==> src/rtl/pwm_pkg.sv <==
// pwm_pkg
// Shared types and constants for the PWM output stage.
//   PWM_CNT_W     : width of the PWM timebase counter and duty value
//   PWM_OUT_W     : number of driven output pins
//   PWM_DUTY_FULL : duty code that forces a constant-high PWM level
//   pwm_cnt_t     : timebase counter / duty type
//   pwm_level_f   : PWM level for a given counter value and duty
package pwm_pkg;

  localparam int PWM_CNT_W = 8;
  localparam int PWM_OUT_W = 16;

  typedef logic [PWM_CNT_W-1:0] pwm_cnt_t;

  localparam pwm_cnt_t PWM_DUTY_FULL = 8'hFF;

  // Full-scale duty is a special case so that 0xFF gives 100 % high with no
  // low slot at count 255; any other duty gives 'duty' high ticks per period.
  function automatic logic pwm_level_f(input pwm_cnt_t cnt, input pwm_cnt_t duty);
    return (duty == PWM_DUTY_FULL) || (cnt < duty);
  endfunction

endpackage

==> src/rtl/pwm_timebase.sv <==
// pwm_timebase
// Prescaler plus free-running 8-bit PWM counter shared by all pins.
// Ports:
//   clk          : system clock
//   rst_n        : asynchronous active-low reset
//   wrap         : (PWM_SYNC_UPDATE_EN builds only) last tick of a period,
//                  i.e. the clk in which pwm_cnt goes 255 -> 0
//   pwm_cnt      : current PWM count
//   period_start : registered one-clk pulse in the clk after the counters
//                  both hold zero
// Parameter PRESCALE: clk cycles per PWM count tick (>= 1).
// Optional macro PWM_SYNC_UPDATE_EN adds the wrap output.
module pwm_timebase
  import pwm_pkg::*;
#(
  parameter int PRESCALE = 13
) (
  input  logic     clk,
  input  logic     rst_n,
`ifdef PWM_SYNC_UPDATE_EN
  output logic     wrap,
`endif
  output pwm_cnt_t pwm_cnt,
  output logic     period_start
);

  // A width of at least one bit keeps PRESCALE=1 legal; the counter then
  // sits at zero and every clk is a tick.
  localparam int PS_W = (PRESCALE > 1) ? $clog2(PRESCALE) : 1;
  localparam logic [PS_W-1:0] PS_MAX = PS_W'(PRESCALE - 1);

  logic [PS_W-1:0] prescale_cnt_reg;
  logic [PS_W-1:0] prescale_cnt_next;
  pwm_cnt_t        pwm_cnt_reg;
  pwm_cnt_t        pwm_cnt_next;
  logic            period_start_reg;
  logic            tick;

  assign tick = (prescale_cnt_reg == PS_MAX);

  always_comb begin
    prescale_cnt_next = prescale_cnt_reg + 1'b1;
    pwm_cnt_next      = pwm_cnt_reg;
    if (tick) begin
      prescale_cnt_next = '0;
      pwm_cnt_next      = pwm_cnt_reg + 1'b1;  // natural 255 -> 0 wrap
    end
  end

  always_ff @(posedge clk or negedge rst_n) begin
    if (!rst_n) begin
      prescale_cnt_reg <= '0;
      pwm_cnt_reg      <= '0;
      period_start_reg <= 1'b0;
    end else begin
      prescale_cnt_reg <= prescale_cnt_next;
      pwm_cnt_reg      <= pwm_cnt_next;
      // Registered alongside the pin outputs so the pulse lines up with the
      // first output value of the new period.
      period_start_reg <= (pwm_cnt_reg == '0) && (prescale_cnt_reg == '0);
    end
  end

`ifdef PWM_SYNC_UPDATE_EN
  assign wrap = tick && (pwm_cnt_reg == PWM_DUTY_FULL);
`endif

  assign pwm_cnt      = pwm_cnt_reg;
  assign period_start = period_start_reg;

endmodule

==> src/rtl/pwm_output_stage.sv <==
// pwm_output_stage
// Drives 16 pins from the register-file enables: each pin is static low,
// static high, or the shared PWM waveform. All outputs are registered.
// Ports:
//   clk             : system clock
//   rst_n           : asynchronous active-low reset
//   en_reg_out_7_0  : output enable, pins 7..0
//   en_reg_out_15_8 : output enable, pins 15..8
//   en_reg_pwm_7_0  : PWM mode select, pins 7..0
//   en_reg_pwm_15_8 : PWM mode select, pins 15..8
//   pwm_duty_cycle  : high ticks per 256-tick period, 0xFF = 100 %
//   out             : pin drive, bit i = pin i
//   period_start    : one-clk pulse at the start of each PWM period
// Parameter PRESCALE: clk cycles per PWM tick (>= 1).
// Optional macro PWM_SYNC_UPDATE_EN: duty is captured into a shadow register
// at each period wrap so mid-period writes cannot produce runt pulses.
module pwm_output_stage
  import pwm_pkg::*;
#(
  parameter int PRESCALE = 13
) (
  input  logic                 clk,
  input  logic                 rst_n,
  input  logic [7:0]           en_reg_out_7_0,
  input  logic [7:0]           en_reg_out_15_8,
  input  logic [7:0]           en_reg_pwm_7_0,
  input  logic [7:0]           en_reg_pwm_15_8,
  input  logic [7:0]           pwm_duty_cycle,
  output logic [PWM_OUT_W-1:0] out,
  output logic                 period_start
);

  logic [PWM_OUT_W-1:0] en_out;
  logic [PWM_OUT_W-1:0] en_pwm;
  logic [PWM_OUT_W-1:0] out_next;
  logic [PWM_OUT_W-1:0] out_reg;
  pwm_cnt_t             pwm_cnt;
  pwm_cnt_t             duty_eff;
  logic                 pwm_level;

  assign en_out = {en_reg_out_15_8, en_reg_out_7_0};
  assign en_pwm = {en_reg_pwm_15_8, en_reg_pwm_7_0};

`ifdef PWM_SYNC_UPDATE_EN
  logic     wrap;
  pwm_cnt_t duty_shadow_reg;

  pwm_timebase #(
    .PRESCALE     (PRESCALE)
  ) u_timebase (
    .clk          (clk),
    .rst_n        (rst_n),
    .wrap         (wrap),
    .pwm_cnt      (pwm_cnt),
    .period_start (period_start)
  );

  // Loaded on the last tick of a period so the new duty applies from count 0.
  always_ff @(posedge clk or negedge rst_n) begin
    if (!rst_n) begin
      duty_shadow_reg <= '0;
    end else if (wrap) begin
      duty_shadow_reg <= pwm_duty_cycle;
    end
  end

  assign duty_eff = duty_shadow_reg;
`else
  pwm_timebase #(
    .PRESCALE     (PRESCALE)
  ) u_timebase (
    .clk          (clk),
    .rst_n        (rst_n),
    .pwm_cnt      (pwm_cnt),
    .period_start (period_start)
  );

  assign duty_eff = pwm_duty_cycle;
`endif

  assign pwm_level = pwm_level_f(pwm_cnt, duty_eff);

  for (genvar gi = 0; gi < PWM_OUT_W; gi++) begin : g_pin
    assign out_next[gi] = en_out[gi] & (en_pwm[gi] ? pwm_level : 1'b1);
  end

  // Registering every pin keeps the pin drive free of decode glitches.
  always_ff @(posedge clk or negedge rst_n) begin
    if (!rst_n) begin
      out_reg <= '0;
    end else begin
      out_reg <= out_next;
    end
  end

  assign out = out_reg;

endmodule

==> config.mk <==
export PLATFORM = sky130hd
export DESIGN_NAME = pwm_output_stage
export DESIGN_NICKNAME = d
export VERILOG_FILES = /design/src/rtl/pwm_pkg.sv /design/src/rtl/pwm_timebase.sv /design/src/rtl/pwm_output_stage.sv
export SDC_FILE = /design/constraint.sdc
export NUM_CORES = 1
export LEC_CHECK = 0
export CAP_MARGIN = 10
export CORE_MARGIN = 2
export CORE_UTILIZATION = 38
export DETAILED_ROUTE_END_ITERATION = 8
export GPL_ROUTABILITY_DRIVEN = 0
export GPL_TIMING_DRIVEN = 0
export HOLD_SLACK_MARGIN = 0.08
export PLACE_DENSITY_LB_ADDON = 0.3
export SYNTH_ARGS = -nofsm -noshare
export SYNTH_HDL_FRONTEND = slang
export SYNTH_HIERARCHICAL = 1
export SYNTH_SLANG_ARGS = --single-unit
export TNS_END_PERCENT = 1
==> constraint.sdc <==
create_clock -name clk -period 1.9 [get_ports clk]
set_clock_uncertainty 0.15 [all_clocks]
set_input_delay 0.285 -clock clk [delete_from_list [all_inputs] [get_ports clk]]
set_output_delay 0.285 -clock clk [all_outputs]
set_load 0.005 [all_outputs]
### Word-level counts from Yosys, hierarchy flattened

Cells that the tools add are included.

| word-level totals | value |
|---|---|
| bits in read-only memories | 0 |
| memory bits (writable) | 0 |
| memories kept | 0 |
| input bits | 42 |
| logic and storage cells | 46 |
| bits in registers | 29 |
| latch bits | 0 |

| cells by class | value |
|---|---|
| magnitude comparators | 1 |
| shift-type cells | 0 |
| div/mod/pow operators | 0 |
| reduce and logical (&&, ||, !) cells | 4 |
| eq/ne operators | 2 |
| bitwise gates (word level) | 16 |
| $add $sub $neg | 2 |
| multiply operators | 0 |
| mux-type cells | 17 |

Operator list:

| cell | count |
|---|---|
| $and 1x1->1 | 16 |
| $mux 1 | 16 |
| $add 8x1->8 const B | 1 |
| $eq 8x8->1 const B | 1 |
| $logic_not 8->1 | 1 |
| $lt 8x8->1 | 1 |
| $add 4x1->4 const B | 1 |
| $eq 4x4->1 const B | 1 |
| $logic_not 4->1 | 1 |
| $mux 4 | 1 |
| $logic_and 1x1->1 | 1 |
| $logic_or 1x1->1 | 1 |

### Depth between registers and ports, before layout

Gate-level depths: netlist of run 1.

| depth | value |
|---|---|
| word-level depth | 4 |
| mapped depth | 7 |

### Hierarchy

Netlist of run 1, hierarchy kept.

Modules (own cells, without submodules):

| module | cells an instance | area each (um2) | instances |
|---|---|---|---|
| pwm_output_stage | 60 | 815.8 | 1 |
| pwm_timebase | 53 | 594.3 | 1 |

### Worst setup path before layout of run 1

OpenSTA, ideal clock, no wires.

| path | value |
|---|---|
| path type | reg-to-reg |
| start point | reg u_timebase.pwm_cnt_reg[5], in the netlist u_timebase/pwm_cnt[5] |
| end point | reg out_reg[10], in the netlist out[10] |
| stages on the path, launching flop included | 7 |
| data arrival time | 1556 ps |
| buffers on the path | 1 |
| period minus slack after synthesis | 1828 ps |
| setup slack | 72 ps |
| data required time | 1628 ps |
| cell sequence | dfrtp_1 ha_1 and4_1 o21ai_1 o32ai_4 buf_6 a21boi_2 |

| between the ends | value |
|---|---|
| word-level cells in the longest chain between the ends | 4 |

RTL lines:

| element | RTL line | text |
|---|---|---|
| start: declaration | pwm_timebase.sv:34 | `pwm_cnt_t pwm_cnt_reg;` |
| start signal: assignment | pwm_timebase.sv:57 | `pwm_cnt_reg <= pwm_cnt_next;` |
| $lt 8x8->1 | pwm_pkg.sv:20 | `return (duty == PWM_DUTY_FULL) \|\| (cnt < duty);` |
| $logic_or 1x1->1 | pwm_pkg.sv:20 |  |
| $mux 1 | pwm_output_stage.sv:84 | `assign out_next[gi] = en_out[gi] & (en_pwm[gi] ? pwm_level : 1'b1);` |
| $and 1x1->1 | pwm_output_stage.sv:84 |  |
| named net out_next[10] | pwm_output_stage.sv:35 | `logic [PWM_OUT_W-1:0] out_next;` |
| end signal: assignment | pwm_output_stage.sv:92 | `out_reg <= out_next;` |
| end: declaration | pwm_output_stage.sv:36 | `logic [PWM_OUT_W-1:0] out_reg;` |

The timed path passes the listed nets, and every way through them passes these cells.
A chain may end at the register's enable or synchronous reset.

### Final worst setup path of run 1

| path | value |
|---|---|
| start point | reg u_timebase.pwm_cnt_reg[3], in the netlist u_timebase/pwm_cnt[3] |
| end point | reg out_reg[5], in the netlist out[5] |

Same word-level chain as after synthesis.

==> flow_metrics.tcl, run 1 <==
set metrics [dict create \
    crit_fanout 7 \
    die_area_um2 4210 \
    pre_cts_slack_ns -0.511 \
    synth_xor_area_share_pct 4.97 \
    syn_avg_cell_area_um2 12.5 \
    hold_viol 0 \
    die_h_um 64.9 \
    yosysUniqueCellTypes 26 \
    syn_nets 166 \
    outcome "completed" \
    largest_register_ffs 16 \
    cellLeakagePower_nw 1.01 \
    path_class "flop to flop" \
    synth_edf_count 0 \
    p_per_area_nw_per_um2 573 \
    synth_top_family_by_area "compound AO/OA/AOI/OAI gates" \
    portBuffers 58 \
    antenna_found_initial 0 \
    synth_area_um2 1410 \
    clk_pin_slew_worst_paths_ns 0.06 \
    grt_overflow 0 \
    drive_gt1_share_pct 24.3 \
    drc_errors 0 \
    area_growth_pct 60.2 \
    dp_hpwl_um 2350 \
    synth_compound_area_share_pct 19.3 \
    initial_core_util_pct 39.1 \
    maxCapViolations 0 \
    setup_viol 0 \
    fp-row-count 22 \
    firstDrtPassIters 4 \
    cts_root_buf "clkbuf_8" \
    cts_max_path_buffers 2 \
    max_freq_mhz 553 \
    synthSimpleGateAreaFrac_pct 9.76 \
    min_period_over_period_pct 95.3 \
    drtIter0Drc 27 \
    io_pins 59 \
    grt_use_total_pct 18.0 \
    relSlewSlack_pct 57.9 \
    wirelength_um 3240 \
    drtAntennaViolNets 0 \
    htreeDepth 2 \
    critPathCaptureType "flop" \
    grt_pass1_wl_um 5570 \
    crit_arrival_ns 1.82 \
    coreArea_um2 3610 \
    critical-path-max-stage-delay_ns 0.46 \
    grt_max_degree 30 \
    die_w_um 64.9 \
    vdd_drop_max_uv 387 \
    clkLatencyLatePin_ns 0.27 \
    cp_num_buf_inv 1 \
    synthMuxAreaShare_pct 0 \
    synth-seq-cells 29 \
    worst_slew_pin_slew_ns 0.632 \
    cts_tree "yes" \
    avgRoutedWirePerCell_um 13.9 \
    cp_cell_sequence "ha_1 -> o21a_1 -> nor2_2 -> o32ai_4 -> buf_6 -> a21boi_2" \
    viasPerCell 4.91 \
    grt_pass1_vias 1260 \
    synth_adder_area_share_pct 9.76 \
    fin_cells 233 \
    numCtsBuffers 5 \
    maxSlewViolCount 0 \
    ys_async_sr_fraction_pct 100 \
    hp-class "flop to flop" \
    critPathSlowestCell "dfrtp_2" \
    synth.yosys.warnings 6 \
    crit_family "compound AO/OA/AOI/OAI gates" \
    diodes 0 \
    netlist_instances 113 \
    vias 1143 \
    dp.cells 219 \
    hold_slack_ns 0.345 \
    nFillCells 308 \
    synth_flop_cell "dfrtp_1" \
    rsz0062_at_grt "no" \
    layout.nets 237 \
    critPathLaunchType "flop" \
    cts_sinks 29 \
    period_minus_slack_ns 1.81 \
    layout_setup_ws_ns 0.0902 \
    required_ns 1.91 \
    ys_seq_area_share_pct 51.5 \
]
[metrics by stage]
step / instance area (um2) / power (mW) / utilization (%) / TNS (ns)
floorplan: 1410 / 0.687 / - / 0
global placement: 2050 / 0.825 / 56.9 / -7.65
detailed placement: 2050 / 0.830 / 56.9 / -9.37
CTS: 2210 / 1.32 / 61.2 / 0
global route: 2260 / 1.38 / 62.6 / 0
finish: 2260 / 1.29 / 62.6 / 0
[synth_stat cells, types with 2 or more instances]
cell type	number	area share, %
dfrtp_1	29	51
inv_1	12	3.2
ha_1	11	9.8
a21boi_2	10	8.0
a21boi_0	6	3.2
nand4_1	5	2.2
nor2_1	5	1.3
xnor2_1	5	3.1
nand2_1	3	0.80
xor2_1	3	1.9
a21oi_1	2	0.71
and3_1	2	0.89
and4_1	2	1.2
buf_6	2	1.6
nand3_1	2	0.71
nor3_1	2	0.71
nor4_1	2	0.89
o21ai_0	2	0.71
[cell usage in the layout (no fill, tap or decap), types with 3 or more instances in the layout]
master	synthesis	routed
buf_4	0	3
a21boi_1	0	4
clkbuf_8	0	5
nand4_1	5	5
ha_1	11	7
nor2_1	5	4
dfrtp_1	29	23
clkdlybuf4s50_1	0	50
nand2_1	3	3
ha_4	0	4
dlygate4sd2_1	0	4
dlymetal6s2s_1	0	3
dfrtp_2	0	6
buf_6	2	4
a21boi_2	10	12
xor2_1	3	3
inv_2	0	4
inv_1	12	8
clkbuf_1	0	3
xnor2_1	5	5
[per-layer routing]
layer / wire length [um] / vias to the layer above / global-route usage (%) / part of all wire [%]
met5: 0 / - / 0 / 0
met1: 1210 / 569 / 18.4 / 37
met4: 25 / 0 / 7.71 / 0.77
met3: 209 / 2 / 6.77 / 6.5
met2: 1790 / 34 / 32.3 / 55
li1: - / 538 / - / -
[final timing paths]
path | start | endpoint | slack [ns] | cells after the start
max | u_timebase/pwm_cnt[3] | out[5] | 0.09 | 6
min | u_timebase/prescale_cnt_reg[0] | u_timebase/prescale_cnt_reg[0] | 0.34 | 1
max reg2reg | u_timebase/pwm_cnt[3] | out[5] | 0.09 | 6
min reg2reg | u_timebase/prescale_cnt_reg[0] | u_timebase/prescale_cnt_reg[0] | 0.34 | 1
max in group asynchronous | rst_n | u_timebase/pwm_cnt[4] | 0.73 | 2
min in group asynchronous | rst_n | out[3] | 0.42 | 2
[where the power goes]
| part | internal (mW) | switching [mW] |
|---|---|---|
| sequential | 0.635 | 0.00490 |
| clock | 0.259 | 0.210 |
| combinational | 0.127 | 0.0581 |
[cells by family after synthesis]
logic type                 after synthesis
adders and majority gates               11
xor gates and xnor gates                 8
and+or+nand+nor                         24
buffers and inverters                   14
AOI/OAI and AO/OA                       27
DFF                                     29
[cell type report]
type | instances | area (um2) | share of cell area (%)
Inverter | 12 | 45.0 | 1.99
Tap cell | 48 | 60.1 | 2.66
Buffer | 2 | 22.5 | 0.997
Multi-Input combinational cell | 70 | 684 | 30.3
Timing Repair Buffer | 64 | 633 | 28.0
Clock buffer | 8 | 80.1 | 3.55
Sequential cell | 29 | 733 | 32.5
[what timing repair did]
item,in CTS,in global routing
pin swaps,4,3
buffers inserted,1,3
hold buffers,0,1
gates resized for setup,21,14
setup endpoints to repair,16,16
endpoints found under the hold margin,0,29
gates cloned,1,0
(Power assumes the default switching activity.)
==> run 2, diff against run 1 <==
CELL_PAD_IN_SITES_DETAIL_PLACEMENT = 2   (was not set)
CELL_PAD_IN_SITES_GLOBAL_PLACEMENT = 2   (was not set)
CORE_UTILIZATION = 23   (was 38)
MAX_ROUTING_LAYER = met4   (was not set)
SYNTH_HIERARCHICAL = not set   (was 1)
==> run 2 against run 1 <==
The run now ends with setup timing left. Register-to-register slack worse by 0.10 ns. Sequential power about the same. Utilization is 24 points lower. Largest power group unchanged.
==> flow_metrics.tcl, run 2 <==
set metrics [dict create \
    required_ns 1.94 \
    synth-seq-cells 29 \
    syn_avg_cell_area_um2 12.6 \
    path_class "input pin to flop" \
    cellLeakagePower_nw 0.998 \
    die_area_um2 6700 \
    die_h_um 81.9 \
    drtIter0Drc 23 \
    seqCellArea_um2 729 \
    cts_sinks 29 \
    largest_register_ffs 16 \
    cts_hold_buf 0 \
    ys_async_sr_fraction_pct 100 \
    p_int_mw 1.05 \
    hp-class "input pin to asynchronous set/reset pin" \
    vias 1143 \
    wirelength_um 3860 \
    io_pins 59 \
    r2r-end "out[8]" \
    synth_edf_count 0 \
    grt_pass1_vias 1423 \
    firstDrtPassIters 4 \
    viasPerCell 4.43 \
    yosysMostFrequentCell "dfrtp_1" \
    synth_flop_cell "dfrtp_1" \
    multi_input_area_um2 663 \
    p_per_area_nw_per_um2 580 \
    clk_pin_slew_worst_paths_ns 0.06 \
    grt_pass1_wl_um 6780 \
    cts_tree "yes" \
    drc_errors 0 \
    finalPower_mw 1.33 \
    grt_use_total_pct 14.1 \
    power_frac_clock_pct 37.5 \
    p_comb_share_pct 14.3 \
    syn_nets 164 \
    crit_fanout 5 \
    setup_viol 12 \
    crit_start "pwm_duty_cycle[1]" \
    avgRoutedWirePerCell_um 14.9 \
    relSlewSlack_pct 46.6 \
    synth_area_um2 1400 \
    worstSetupEndpoint "out[1]" \
    worst_r2r_path_depth 6 \
    min_period_over_period_pct 101 \
    layout.nets 236 \
    dp_hpwl_um 3070 \
    seq_power_share_pct 48.2 \
    area_growth_pct 64.3 \
    ys_seq_area_share_pct 52.0 \
    violations "setup timing" \
    maxSlewViolCount 0 \
    antenna_found_initial 0 \
    yosys.area.top_type_share_pct 52.0 \
    numCtsBuffers 5 \
    initial_core_util_pct 23.7 \
    die_w_um 81.9 \
    coreArea_um2 5890 \
    layout_setup_ws_ns -0.0274 \
    hold_slack_ns 0.329 \
    cts_max_path_buffers 2 \
    critPathCaptureType "flop" \
    hold_viol 0 \
    reg2reg_slack_ns -0.01 \
    r2r-start "u_timebase.pwm_cnt[7]" \
    netlist_instances 111 \
    switching_share_pct 20.8 \
    pre_cts_slack_ns -0.613 \
    critPathLaunchType "input pin" \
    drtAntennaViolNets 0 \
    outcome "finished with violations" \
    vdd_drop_max_uv 327 \
    synth_top_area_cell "dfrtp_1" \
    grt_max_degree 16 \
    grt_overflow 0 \
    portBuffers 58 \
    layout_commonest_cell "clkdlybuf4s50_1" \
    drive_gt1_share_pct 22.4 \
    yosysUniqueCellTypes 28 \
    cts_root_buf "clkbuf_8" \
    layout_common_cells "53 x clkdlybuf4s50_1, 26 x dfrtp_1, 10 x a21boi_2" \
    synth_commonest_cells "29 x dfrtp_1, 12 x inv_1, 11 x ha_1, 10 x a21boi_2" \
    rsz0062_at_grt "yes" \
    crit_arrival_ns 1.96 \
    synth.yosys.warnings 0 \
    worst_slew_pin_slew_ns 0.799 \
    period_minus_slack_ns 1.93 \
    fp-row-count 28 \
    maxCapViolations 0 \
    synth_area_leaders "dfrtp_1 52%, ha_1 9.9%, a21boi_2 8.1%, xnor2_1 3.8%, a21boi_0 3.2%" \
    diodes 0 \
    max_freq_mhz 519 \
    htreeDepth 2 \
    clkLatencyLatePin_ns 0.27 \
    switchingPower_uw 276 \
    nFillCells 628 \
]
==> run 2: cell types whose count changed after synthesis, sizes merged <==
cell,previous run,this run
xor2,3,2
nor4b,0,1
nand4,5,4
buf,2,1
xnor2,5,6
clkbuf,0,1
nor2,5,4
nor3,2,1
and3,2,1
nand3,2,3
==> run 2: power groups by stage <==
stage	sequential [mW]	clock, mW	combinational (mW)
CTS	0.641	0.529	0.195
global placement	0.651	0	0.177
floorplan	0.654	0	0.0335
global route	0.642	0.550	0.208
detailed placement	0.652	0	0.190
finish	0.640	0.499	0.190
==> run 2: repair_timing <==
| action | 4_1_cts | 5_1_grt |
|---|---|---|
| gates resized for setup | 19 | 4 |
| endpoints found under the setup margin | 16 | 20 |
| cloned | 1 | 0 |
| pin swaps | 4 | 3 |
| setup buffers | 5 | 0 |
==> run 2: cells by family (layout without fill, tap and decap cells) <==
family | after synthesis | in the layout | share of synthesized area (%)
compound gates | 27 | 27 | 19.5
fa+ha+maj | 11 | 11 | 9.87
simple gates | 22 | 22 | 9.33
xor+xnor | 8 | 8 | 5.02
flops | 29 | 29 | 52.0
buf+inv | 14 | 86 | 4.30
==> run 2: through the flow <==
stage               TNS [ns]  utilization (%)  cell area (um2)  std cells
global placement      -10.70             35.2             2070        244
finish               -0.0868             38.9             2290        258
CTS                   -0.490             38.8             2280        258
floorplan                  0                -             1400        111
global route           -1.43             38.9             2290        258
detailed placement     -8.94             35.6             2100        245
==> run 2: critical path: stages <==
cell,delay (ns)
clkdlybuf4s50_1,0.48
inv_1,0.05
ha_1,0.32
a2111oi_4,0.35
o32ai_4,0.16
buf_6,0.15
a21boi_0,0.17
==> run 2: metal layers <==
metal / wire, um / vias to the layer above / track usage (%)
met4: 20 / 0 / 3.50
met5: 0 / - / -
met3: 214 / 2 / 3.63
met1: 1480 / 565 / 14.8
li1: - / 533 / -
met2: 2140 / 43 / 26.0
==> run 2: worst min path at each step <==
stage	start	endpoint	slack (ns)	cells past startpoint
2_1_floorplan	rst_n	out[0]	-0.16	0
3_3_place_gp	u_timebase.prescale_cnt_reg[0]	u_timebase.prescale_cnt_reg[0]	0.33	1
3_5_place_dp	u_timebase.prescale_cnt_reg[0]	u_timebase.prescale_cnt_reg[0]	0.35	1
4_1_cts	rst_n	u_timebase.prescale_cnt_reg[3]	0.36	1
5_1_grt	u_timebase.prescale_cnt_reg[0]	u_timebase.prescale_cnt_reg[0]	0.38	1
6_report	rst_n	out[4]	0.33	1
==> run 2: layout make-up <==
class	instances	area share (%)
Sequential cell	29	31.8
Buffer	2	0.710
Timing Repair Buffer	65	28.7
Inverter	12	1.97
Clock buffer	7	3.77
Multi-Input combinational cell	68	28.9
Tap cell	75	4.09
